[src/rtl/mem_bus_pkg.sv]
// Shared types for the memory bus controller: FSM states, request record, op codes
// and the address window check used when MEM_BUS_CTRL_RANGE_CHECK_EN is defined.
package mem_bus_pkg;

  localparam logic OP_READ  = 1'b0;
  localparam logic OP_WRITE = 1'b1;

  typedef enum logic [1:0] {
    IDLE    = 2'd0,
    ISSUE   = 2'd1,
    WAIT_RD = 2'd2,
    RESP    = 2'd3
  } state_e;

  typedef struct packed {
    logic        op;
    logic [15:0] addr;
    logic [15:0] wdata;
  } req_t;

  // 17-bit compare so a window ending at the top of the address space cannot wrap
  function automatic logic addr_in_range(input logic [15:0] addr, input logic [15:0] base,
                                         input int num);
    logic [16:0] a_v;
    logic [16:0] lo_v;
    logic [16:0] hi_v;
    a_v  = {1'b0, addr};
    lo_v = {1'b0, base};
    hi_v = lo_v + 17'(num);
    return (a_v >= lo_v) && (a_v < hi_v);
  endfunction

endpackage

[src/rtl/mem_bus_req_fifo.sv]
// Synchronous request FIFO: wrap-around read/write pointers plus an occupancy count.
// Pushes when full and pops when empty are ignored.
module mem_bus_req_fifo #(
  parameter int DEPTH = 4,
  parameter int W     = 33
) (
  input  logic                     clk,
  input  logic                     reset,
  input  logic                     push_i,
  input  logic [W-1:0]             push_data_i,
  input  logic                     pop_i,
  output logic [W-1:0]             head_o,
  output logic                     empty_o,
  output logic                     full_o,
  output logic [$clog2(DEPTH):0]   level_o
);

  localparam int AW = $clog2(DEPTH);
  localparam logic [AW-1:0] PTR_ONE = AW'(1);
  localparam logic [AW:0]   CNT_ONE = (AW + 1)'(1);
  localparam logic [AW:0]   CNT_MAX = (AW + 1)'(DEPTH);

  logic [W-1:0]  mem_q [DEPTH];
  logic [AW-1:0] wr_ptr_q;
  logic [AW-1:0] rd_ptr_q;
  logic [AW:0]   count_q;
  logic          push_ok_s;
  logic          pop_ok_s;

  assign empty_o   = (count_q == '0);
  assign full_o    = (count_q == CNT_MAX);
  assign level_o   = count_q;
  assign head_o    = mem_q[rd_ptr_q];
  assign push_ok_s = push_i && !full_o;
  assign pop_ok_s  = pop_i && !empty_o;

  // pointer and occupancy bookkeeping
  always_ff @(posedge clk) begin
    if (reset) begin
      wr_ptr_q <= '0;
      rd_ptr_q <= '0;
      count_q  <= '0;
    end else begin
      if (push_ok_s) wr_ptr_q <= wr_ptr_q + PTR_ONE;
      if (pop_ok_s)  rd_ptr_q <= rd_ptr_q + PTR_ONE;
      case ({push_ok_s, pop_ok_s})
        2'b10:   count_q <= count_q + CNT_ONE;
        2'b01:   count_q <= count_q - CNT_ONE;
        default: count_q <= count_q;
      endcase
    end
  end

  // storage array, no reset needed since reads are gated by the count
  always_ff @(posedge clk) begin
    if (push_ok_s) mem_q[wr_ptr_q] <= push_data_i;
  end

endmodule

[src/rtl/mem_bus_ctrl.sv]
// In-order request/response bridge onto a single-cycle-issue memory bus.
// Define MEM_BUS_CTRL_RANGE_CHECK_EN to reject addresses outside the BASE_ADDR window.
module mem_bus_ctrl
  import mem_bus_pkg::*;
#(
  parameter int          FIFO_DEPTH = 4,
  parameter logic [15:0] BASE_ADDR  = 16'h10,
  parameter int          NUM_WORDS  = 10
) (
  input  logic                          clk,
  input  logic                          reset,
  input  logic                          req_valid,
  output logic                          req_ready,
  input  logic                          req_op,
  input  logic [15:0]                   req_addr,
  input  logic [15:0]                   req_wdata,
  output logic                          rsp_valid,
  input  logic                          rsp_ready,
  output logic                          rsp_op,
  output logic [15:0]                   rsp_rdata,
  output logic                          rsp_err,
  output logic                          bus_valid,
  output logic                          bus_op,
  output logic [15:0]                   bus_addr,
  output logic [15:0]                   bus_wr_data,
  input  logic [15:0]                   bus_rd_data,
  output logic [$clog2(FIFO_DEPTH):0]   fifo_level
);

  req_t   push_req_s;
  req_t   head_s;
  logic   fifo_empty_s;
  logic   fifo_full_s;
  logic   pop_s;
  logic   range_ok_s;
  state_e state_q;
  logic   rsp_valid_q, rsp_op_q, rsp_err_q;
  logic   [15:0] rsp_rdata_q;
  logic   bus_valid_q, bus_op_q;
  logic   [15:0] bus_addr_q, bus_wr_data_q;

  assign push_req_s = {req_op, req_addr, req_wdata};
  // ready is masked by reset so nothing is accepted while the FIFO is being cleared
  assign req_ready  = !fifo_full_s && !reset;
  assign pop_s      = (state_q == IDLE) && !fifo_empty_s;

`ifdef MEM_BUS_CTRL_RANGE_CHECK_EN
  assign range_ok_s = addr_in_range(head_s.addr, BASE_ADDR, NUM_WORDS);
`else
  assign range_ok_s = 1'b1;
`endif

  mem_bus_req_fifo #(
    .DEPTH (FIFO_DEPTH),
    .W     ($bits(req_t))
  ) u_fifo (
    .clk         (clk),
    .reset       (reset),
    .push_i      (req_valid && req_ready),
    .push_data_i (push_req_s),
    .pop_i       (pop_s),
    .head_o      (head_s),
    .empty_o     (fifo_empty_s),
    .full_o      (fifo_full_s),
    .level_o     (fifo_level)
  );

  // request sequencer with registered bus and response outputs
  always_ff @(posedge clk) begin
    if (reset) begin
      state_q       <= IDLE;
      rsp_valid_q   <= 1'b0;
      rsp_op_q      <= 1'b0;
      rsp_rdata_q   <= 16'h0;
      rsp_err_q     <= 1'b0;
      bus_valid_q   <= 1'b0;
      bus_op_q      <= 1'b0;
      bus_addr_q    <= 16'h0;
      bus_wr_data_q <= 16'h0;
    end else begin
      bus_valid_q <= 1'b0;
      case (state_q)
        IDLE: begin
          if (!fifo_empty_s) begin
            if (range_ok_s) begin
              bus_valid_q   <= 1'b1;
              bus_op_q      <= head_s.op;
              bus_addr_q    <= head_s.addr;
              bus_wr_data_q <= head_s.wdata;
              state_q       <= ISSUE;
            end else begin
              rsp_valid_q <= 1'b1;
              rsp_op_q    <= head_s.op;
              rsp_rdata_q <= 16'h0;
              rsp_err_q   <= 1'b1;
              state_q     <= RESP;
            end
          end
        end
        ISSUE: begin
          if (bus_op_q == OP_WRITE) begin
            rsp_valid_q <= 1'b1;
            rsp_op_q    <= OP_WRITE;
            rsp_rdata_q <= 16'h0;
            rsp_err_q   <= 1'b0;
            state_q     <= RESP;
          end else begin
            state_q <= WAIT_RD;
          end
        end
        // memory returns read data one cycle after the bus strobe
        WAIT_RD: begin
          rsp_valid_q <= 1'b1;
          rsp_op_q    <= OP_READ;
          rsp_rdata_q <= bus_rd_data;
          rsp_err_q   <= 1'b0;
          state_q     <= RESP;
        end
        RESP: begin
          if (rsp_ready) begin
            rsp_valid_q <= 1'b0;
            state_q     <= IDLE;
          end
        end
        default: state_q <= IDLE;
      endcase
    end
  end

  assign rsp_valid   = rsp_valid_q;
  assign rsp_op      = rsp_op_q;
  assign rsp_rdata   = rsp_rdata_q;
  assign rsp_err     = rsp_err_q;
  assign bus_valid   = bus_valid_q;
  assign bus_op      = bus_op_q;
  assign bus_addr    = bus_addr_q;
  assign bus_wr_data = bus_wr_data_q;

endmodule

[config.mk]
export PLATFORM = sky130hd
export DESIGN_NAME = mem_bus_ctrl
export DESIGN_NICKNAME = d
export VERILOG_FILES = /design/src/rtl/mem_bus_pkg.sv /design/src/rtl/mem_bus_req_fifo.sv /design/src/rtl/mem_bus_ctrl.sv
export SDC_FILE = /design/constraint.sdc
export NUM_CORES = 1
export LEC_CHECK = 0
export ABC_AREA = 0
export ABC_CLOCK_PERIOD_IN_PS = 2700
export BUFFER_PORTS_ARGS = -buffer_cell sky130_fd_sc_hd__buf_2
export CORE_MARGIN = 1
export CORE_UTILIZATION = 56
export DETAILED_ROUTE_END_ITERATION = 12
export GPL_TIMING_DRIVEN = 0
export PLACE_DENSITY = 0.85
export SLEW_MARGIN = 20
export SYNTH_ARGS = -nofsm -noshare
export SYNTH_HDL_FRONTEND = slang
export SYNTH_HIERARCHICAL = 1
export SYNTH_SLANG_ARGS = --single-unit
[constraint.sdc]
create_clock -name clk -period 2.7 [get_ports clk]
set_input_delay 0.405 -clock clk [delete_from_list [all_inputs] [get_ports clk]]
set_output_delay 0.405 -clock clk [all_outputs]
set_load 0.05 [all_outputs]
==> metrics.yaml <==
status: "finished clean"
worstPathArrival_ps: 2860
gp_congestion: 0.767
ys_types: 42
synth_seq_cells: 195
clock_latency_ps: 420
worst_pin_slew_ps: 984
clockBufferDepth: 2
critPathLaunchType: "flop"
crit_required_ps: 3050
clk_pin_slew_worst_paths_ps: 70
r2r_slack_ps: 190
max-slew-margin-rel: 0.344
cts_buffers: 17
static-leakage-power_nw: 3.19
ys_seq_area_frac: 0.709
avgViaCountPerCell: 5.59
cts_root_buf: "clkbuf_16"
critPathKind: "reg -> reg"
firstDrtPassIters: 5
rows: 41
final_nets: 653
numPortBuffers: 107
cpMostUsedCell: "inv_1"
place_area_sq_um: 8130
wl_per_cell_um: 18.6
cts_setup_buffers: 0
coreArea_sq_um: 12700
ios: 110
powerDensity_nw_per_um2: 916
hpwlAfterDp_um: 9330
yosysWarningCount: 6
dieArea_sq_um: 13600
grt_max_degree: 34
cpPeakStageDelay_ps: 370
syn_to_final_growth_pct: 18.5
whs_ps: 197
worst_setup_path_end_kind: "flop"
drc: 0
drv_cap: 0
finalInstanceArea_sq_um: 8730
synthFlopType: "edfxtp_1"
slew_violations: 0
floorplan.initialDensity: 0.579
utilization: 0.686
drt_wl_total_um: 14400
grt_pass1_wl_um: 22000
critical_path.slowest_cell: "fa_1"
cp_cell_sequence: "inv_2 > ha_2 > nand2b_1 > buf_4 > inv_8 > o31ai_2 > inv_1 > ha_1 > inv_1 > fa_1 > xor2_1 > or3_1 > a21oi_1"
min_period_ps: 2510
synthCells: 464
die_w_um: 117
first_iter_violations: 222
p_total_mw: 7.99
grt_antenna_before_repair: 0
ant_nets: 0
grt-ovfl-total: 0
path_max_fanout: 17
fmax_mhz: 398
period_share: 0.930
syn_area_sq_um: 7370
grt_pass1_vias: 4282
clock_sink_count: 195
vias: 4320
setup_viol: 0
htree_levels: 4
synth_edf_count: 132
rsz0062_at_grt: "no"
antenna-diode-count: 0
hold_path.class: "in -> reg"
grt_usage: 0.227
fin_skew_ps: 9.03
fin_setup_tns_ps: 0
synth_nets: 528
avgSynthCellArea_sq_um: 15.9
cts_tree: "built"
die_h_um: 117
synthArstFlopShare: 0
vdd_drop_max_mv: 0.730
drive_above_1_share: 0.336
hold_viol: 0
-- kinds of logic after synthesis --
logic type      after synthesis  share of synthesized area
other cells                   1                   0.000509
xor+xnor                      3                    0.00357
fa+ha+maj                    11                     0.0197
simple gates                113                     0.0662
buf+inv                      40                     0.0396
flops                       195                      0.709
mux                          35                      0.106
compound gates               66                     0.0557
-- critical path, delay by kind of cell, from the launching register on --
family	cells	cell delay [ps]
adders and majority gates	3	760
buffers and inverters	5	540
and+or+nand+nor	2	380
DFF	1	350
AOI/OAI and AO/OA	2	240
xor gates and xnor gates	1	150
-- Yosys cell counts (3+ instances only) --
cell type / count / share of area
clkbuf_1: 4 / 0.0020
buf_6: 4 / 0.0061
o21ai_0: 4 / 0.0027
buf_4: 5 / 0.0051
nor2_1: 23 / 0.012
ha_1: 10 / 0.017
nand2_1: 68 / 0.035
a32oi_1: 16 / 0.019
and2_1: 5 / 0.0042
xor2_1: 3 / 0.0036
inv_1: 11 / 0.0056
mux4_2: 30 / 0.092
buf_2: 8 / 0.0054
nand2b_1: 6 / 0.0051
or3_1: 4 / 0.0034
buf_12: 3 / 0.0082
dfxtp_1: 63 / 0.17
mux4_1: 3 / 0.011
edfxtp_1: 132 / 0.54
a21oi_1: 40 / 0.027
-- placed cells by master (no fill, tap or decap), types with 9 or more instances in the layout --
cell type / netlist / layout
mux4_2: 30 / 30
a21oi_1: 40 / 40
edfxtp_1: 132 / 132
buf_2: 8 / 114
a32oi_1: 16 / 16
nand2_1: 68 / 68
nor2_1: 23 / 22
inv_1: 11 / 9
ha_1: 10 / 9
dfxtp_1: 63 / 60
clkbuf_16: 0 / 17
-- through the flow --
| stage | instances | worst slack, ps |
|---|---|---|
| 2_1_floorplan | 464 | 63.5 |
| 6_report | 773 | 190 |
| 5_1_grt | 773 | 18.7 |
| 3_5_place_dp | 743 | -102 |
| 3_3_place_gp | 743 | 9.05 |
| 4_1_cts | 774 | 22.2 |
-- layout make-up --
cell class | count | area [sq um]
fill | 875 | 3990
clock buffer | 21 | 460
sequential | 195 | 5230
tap | 172 | 215
buffer | 27 | 241
multi-input combinational | 229 | 1860
timing repair buffer | 107 | 536
inverter | 12 | 52.6
clock inverter | 10 | 133
-- path summary, 6_finish.rpt --
check,depth (start not counted),to,startpoint
setup / recovery,13,u_fifo/level_o[2]$_SDFFE_PP0P_,state_q[0]$_SDFFE_PP0P_
hold / removal,1,u_fifo/mem_q[1][2]$_DFFE_PP_,req_wdata[2]
setup reg to reg,13,u_fifo/level_o[2]$_SDFFE_PP0P_,state_q[0]$_SDFFE_PP0P_
hold reg to reg,2,bus_addr[7]$_SDFFE_PP0P_,bus_addr[7]$_SDFFE_PP0P_
-- layer usage --
layer / up-vias / part of all wire / track usage
li1: 1984 / - / -
met1: 2161 / 0.40 / 0.276
met2: 158 / 0.51 / 0.385
met3: 17 / 0.078 / 0.0721
met4: 0 / 0.013 / 0.0776
met5: - / 0 / 0
-- flip-flops by register name, indices dropped and copies added (netlist names), named ones only --
name	count
bus_op	1
u_fifo/wr_ptr_q	2
rsp_valid	1
bus_valid	1
bus_wr_data	16
rsp_rdata	16
u_fifo/rd_ptr_q	2
u_fifo/mem_q	132
bus_addr	16
u_fifo/level_o	3
state_q	2
rsp_op	1
-- report_power, final --
part | internal, mW | switching (mW) | total, mW
sequential | 3.43 | 0.139 | 3.57
clock | 1.49 | 1.01 | 2.50
combinational | 0.615 | 1.31 | 1.93
-- what timing repair did --
action | CTS | global route
gates resized for setup | 5 | 3
hold buffers | 0 | 0
endpoints found under the hold margin | 0 | 0
endpoints found under the setup margin | 1 | 1
No activity file was read; power rests on OpenSTA's default activity.
